$ cat src/rtl/spr_gamma_encode.sv
// Sequential re-gamma encoder: 5-step binary search over the shared de-gamma LUT.
// Define SPR_GAMMA_ROUND_EN to add the nearest-bound (ties up) rounding step.
module spr_gamma_encode (
  input  logic        clk,
  input  logic        reset,
  input  logic        in_valid,
  output logic        in_ready,
  input  logic [10:0] in_lin,
  output logic [4:0]  lut_idx,
  input  logic [10:0] lut_lobound,
  input  logic [10:0] lut_upbound,
  output logic        out_valid,
  input  logic        out_ready,
  output logic [4:0]  out_code
);

  localparam int unsigned IDX_W = 5;
  localparam int unsigned VAL_W = 11;
  localparam int unsigned BIT_W = 3;
  localparam logic [IDX_W-1:0] IDX_TOP = IDX_W'(16);
`ifdef SPR_GAMMA_ROUND_EN
  localparam logic [IDX_W-1:0] IDX_MAX = '1;
`endif

  typedef enum logic [1:0] {
    S_IDLE   = 2'd0,
    S_SEARCH = 2'd1,
`ifdef SPR_GAMMA_ROUND_EN
    S_ROUND  = 2'd2,
`endif
    S_DONE   = 2'd3
  } state_t;

  state_t             state;
  logic [VAL_W-1:0]   v;
  logic [IDX_W-1:0]   code;
  logic [BIT_W-1:0]   b;

  logic               hit_c;
  logic [IDX_W-1:0]   code_nxt_c;
  logic [IDX_W-1:0]   probe_nxt_c;

  // lut_idx holds the current candidate during SEARCH, so the compare uses it directly.
  always_comb begin
    hit_c       = (lut_lobound <= v);
    code_nxt_c  = hit_c ? lut_idx : code;
    probe_nxt_c = code_nxt_c | (IDX_W'(1) << (b - BIT_W'(1)));
  end

`ifdef SPR_GAMMA_ROUND_EN
  logic [VAL_W-1:0] dlo_c;
  logic [VAL_W-1:0] dup_c;
  logic             round_up_c;

  // In ROUND lut_idx equals code; dup wraps at the top code but is masked there.
  always_comb begin
    dlo_c      = v - lut_lobound;
    dup_c      = lut_upbound - v;
    round_up_c = (code != IDX_MAX) && (dup_c <= dlo_c);
  end
`else
  // The upper bound only feeds the rounding step, which this build leaves out.
  logic unused_upbound;
  assign unused_upbound = ^lut_upbound;
`endif

  always_ff @(posedge clk) begin
    if (reset) begin
      state     <= S_IDLE;
      in_ready  <= 1'b1;
      out_valid <= 1'b0;
      out_code  <= '0;
      lut_idx   <= '0;
      v         <= '0;
      code      <= '0;
      b         <= '0;
    end else begin
      case (state)
        S_IDLE: begin
          if (in_valid) begin
            v        <= in_lin;
            code     <= '0;
            b        <= BIT_W'(4);
            lut_idx  <= IDX_TOP;
            in_ready <= 1'b0;
            state    <= S_SEARCH;
          end
        end

        S_SEARCH: begin
          code <= code_nxt_c;
          if (b == '0) begin
`ifdef SPR_GAMMA_ROUND_EN
            lut_idx <= code_nxt_c;
            state   <= S_ROUND;
`else
            lut_idx   <= '0;
            out_code  <= code_nxt_c;
            out_valid <= 1'b1;
            state     <= S_DONE;
`endif
          end else begin
            b       <= b - BIT_W'(1);
            lut_idx <= probe_nxt_c;
          end
        end

`ifdef SPR_GAMMA_ROUND_EN
        S_ROUND: begin
          code      <= round_up_c ? code + IDX_W'(1) : code;
          out_code  <= round_up_c ? code + IDX_W'(1) : code;
          lut_idx   <= '0;
          out_valid <= 1'b1;
          state     <= S_DONE;
        end
`endif

        S_DONE: begin
          if (out_ready) begin
            out_valid <= 1'b0;
            in_ready  <= 1'b1;
            state     <= S_IDLE;
          end
        end

        default: begin
          state     <= S_IDLE;
          in_ready  <= 1'b1;
          out_valid <= 1'b0;
          lut_idx   <= '0;
        end
      endcase
    end
  end

endmodule

$ cat config.mk
export PLATFORM = sky130hd
export DESIGN_NAME = spr_gamma_encode
export DESIGN_NICKNAME = d
export VERILOG_FILES = /design/src/rtl/spr_gamma_encode.sv
export SDC_FILE = /design/constraint.sdc
export NUM_CORES = 1
export LEC_CHECK = 0
export ABC_AREA = 1
export CORE_ASPECT_RATIO = 1.25
export CORE_MARGIN = 3
export CORE_UTILIZATION = 49
export CTS_BUF_LIST = sky130_fd_sc_hd__clkbuf_4
export DETAILED_ROUTE_END_ITERATION = 16
export GPL_ROUTABILITY_DRIVEN = 0
export PLACE_DENSITY = 0.81
export SYNTH_ARGS = -nofsm -noshare
export SYNTH_HDL_FRONTEND = slang
export SYNTH_SLANG_ARGS = --single-unit
$ cat constraint.sdc
create_clock -name clk -period 2.15 [get_ports clk]
set_input_delay 0.43 -clock clk [delete_from_list [all_inputs] [get_ports clk]]
set_output_delay 0.43 -clock clk [all_outputs]
set_load 0.005 [all_outputs]
==> impl_metrics.py <==
metrics = {
    "synthesis": {
        "synth-compound-area-share_pct": 17.0,
        "syn_avg_cell_area_um2": 7.38,
        "synth.top_cell.area_share_pct": 37.4,
        "synthesis.area_mm2": 0.00176,
        "synth_top_family_by_area": "simple AND/OR/NAND/NOR gates",
        "synth_area_leaders": "dfxtp_1 (37%), nand2_1 (12%), ha_1 (11%)",
        "synth_seq_area_share_pct": 37.4,
        "yosys.area_share.xor_xnor_pct": 0.496,
        "ys_ff_latch": 33,
        "synth_fa_ha_area_share_pct": 11.3,
        "synth_cell_type_count": 25,
        "synth_fp_nets": 292,
        "netlist_instances": 239,
        "ys_warn_count": 0,
        "synthSimpleGateAreaFrac_pct": 23.1,
        "synthMuxAreaShare_pct": 0,
        "synth_top_cell_by_area": "dfxtp_1",
    },
    "critical_path": {
        "worstSetupEndpointType": "flop",
        "rr_endpoint": "out_code[4]",
        "arrival_ps": 2090,
        "cp.required_ps": 2420,
        "reg2reg_slack_ps": 480,
        "timing.rr.start": "v[8]",
        "crit_type": "input port to flop",
        "cp-start-kind": "input port",
        "rr_worst_depth": 13,
        "cp_max_fo": 6,
    },
    "sta": {
        "relSlewSlack_pct": 74.2,
        "max_freq_mhz": 548,
        "max_slew.worst_pin.slew_ps": 387,
        "final_hold_viol_count": 0,
        "rsz0062_at_grt": "no",
        "clock_skew_ps": 14.3,
        "finalSetupViolCount": 0,
        "period_minus_slack_ps": 1820,
        "slew_viol_final": 0,
        "fin_crit_sh_pct": 84.9,
        "hold_slack_ps": 464,
    },
    "cells_and_area": {
        "layout.nets": 332,
        "antenna_cells": 0,
        "drive_above_1_share_pct": 10.0,
        "fillerInstances": 295,
        "layout_common_cells": "nand2_1 (55), inv_1 (38), clkdlybuf4s50_1 (37)",
        "final_common_cell": "nand2_1",
        "area_growth_pct": 25.8,
    },
    "power": {
        "power_mw": 1.55,
        "p_per_area_mw_per_mm2": 699,
        "peakVddDrop_v": 0.000452,
        "p_leak_nw": 1.02,
    },
    "clock_tree": {
        "path_clk_slew_ps": 90,
        "cts_buffers": 5,
        "cts_root_buf": "clkbuf_4",
        "cts_resized": 0,
        "cts_tree": "done",
        "max-clock-path-buffers": 2,
        "clk_latency_ps": 340,
        "h-tree-depth": 2,
        "post_cts_buffers": 0,
        "cts_hold_buf": 0,
        "numClockSinks": 33,
    },
    "routing": {
        "num_vias": 1555,
        "wirelength_um": 3550,
        "drt_iter0_drc": 43,
        "dr.pass1.iters": 5,
        "via_per_inst": 4.91,
        "drc": 0,
        "wl_per_cell_um": 11.2,
        "ant_nets": 0,
    },
    "worst_hold_path": {
        "min_from": "v[8]",
        "hold_path.class": "flop to flop",
        "holdPathEnd": "v[8]",
        "hold-path-cell-count": 2,
    },
    "outcome": {
        "status": "finished clean",
    },
    "run": {
        "cap_violations": 0,
    },
    "floorplanning": {
        "die-height_um": 73.1,
        "core_area_mm2": 0.00334,
        "initial_core_util_pct": 52.8,
        "dieWidth_um": 59.7,
        "dieArea_mm2": 0.00436,
        "row_count": 23,
        "io_pins": 49,
    },
    "grt": {
        "antenna_found_initial": 0,
        "grt_pass1_vias": 1551,
        "grt_pass1_wl_um": 6300,
        "track_usage_pct": 18.8,
        "grt_overflow_total": 0,
        "grt_max_degree": 22,
    },
    "placement": {
        "io_buffers": 37,
        "hpwlAfterDp_um": 2760,
    },
}
-- flip-flops by register name, indices dropped and copies added (netlist names) --
signal	cells
b	3
lut_idx	5
in_ready	1
out_valid	1
state	2
code	5
out_code	5
v	11
-- metrics by stage --
step	setup TNS, ps	area, um^2	worst slack (ps)	util [%]	cells
finish	0	2220	325	66.5	317
global route	0	2220	191	66.5	317
CTS	0	2220	316	66.5	317
detailed placement	-217	2170	-43.2	65.0	309
global placement	-17.6	2170	-11.0	65.0	309
floorplan	0	1760	535	-	239
-- metal layers --
| layer | vias up | track usage (%) | wire length (um) |
|---|---|---|---|
| li1 | 838 | - | - |
| met4 | 0 | 8.13 | 74 |
| met3 | 8 | 3.36 | 154 |
| met2 | 29 | 32.7 | 1700 |
| met1 | 680 | 22.0 | 1620 |
| met5 | - | 0 | 0 |
-- kinds of logic (layout without fill, tap and decap cells) --
family | count (synthesis) | count (layout)
flops | 33 | 33
fa+ha+maj | 16 | 16
buf+inv | 49 | 90
xor+xnor | 1 | 1
simple gates | 85 | 85
compound gates | 55 | 55
-- synthesized netlist by cell type --
master     n
nand3b_4   1
a211oi_1   1
nor3_1     2
nor2_2     2
a21oi_2    5
nand2_2    2
buf_1      1
dfxtp_1   33
nand3_4    1
nand2_4    1
xnor2_1    1
ha_1      16
buf_2      3
o21ai_0   12
nand2_1   55
nor2_4     3
nand3b_1   1
o21ai_1    6
inv_1     38
nand3_1   10
inv_2      5
a21oi_1   30
o31ai_1    1
nor2_1     7
clkbuf_1   2
-- report_power, final --
| group | total (mW) | internal [mW] | switching (mW) |
|---|---|---|---|
| clock network | 0.326 | 0.118 | 0.208 |
| logic | 0.506 | 0.226 | 0.280 |
| registers | 0.720 | 0.680 | 0.0397 |
| total | 1.55 | 1.02 | 0.527 |
-- worst max-delay path: stages --
cell and delay [ps]:
clkdlybuf4s50_1 410, ha_1 310, nand2_1 90, inv_2 40
a21oi_1 230, nand3_4 150, nand2_4 110, nand2_1 70
nand2_1 90, nand2_1 70, a21oi_2 120
-- how the worst max path moves through the flow --
stage	cells after the start	startpoint	slack (ps)	to
after floorplan	10	lut_lobound[10]	540	code[0]
after global placement	11	lut_lobound[10]	-10	code[2]
after detailed placement	13	lut_lobound[6]	-40	out_code[4]
after CTS	13	lut_lobound[6]	320	out_code[4]
after global routing	13	lut_lobound[6]	190	out_code[1]
final	11	lut_lobound[10]	330	code[0]
-- cell type report --
| class | instances | area (um^2) | area share (%) |
|---|---|---|---|
| multi-input combinational | 157 | 916 | 41.3 |
| timing repair buffer | 39 | 385 | 17.4 |
| tap | 37 | 46.3 | 2.09 |
| inverter | 43 | 161 | 7.27 |
| clock inverter | 3 | 12.5 | 0.564 |
| clock buffer | 5 | 37.5 | 1.69 |
| sequential | 33 | 661 | 29.8 |
Power figures use the tool's default switching activity.
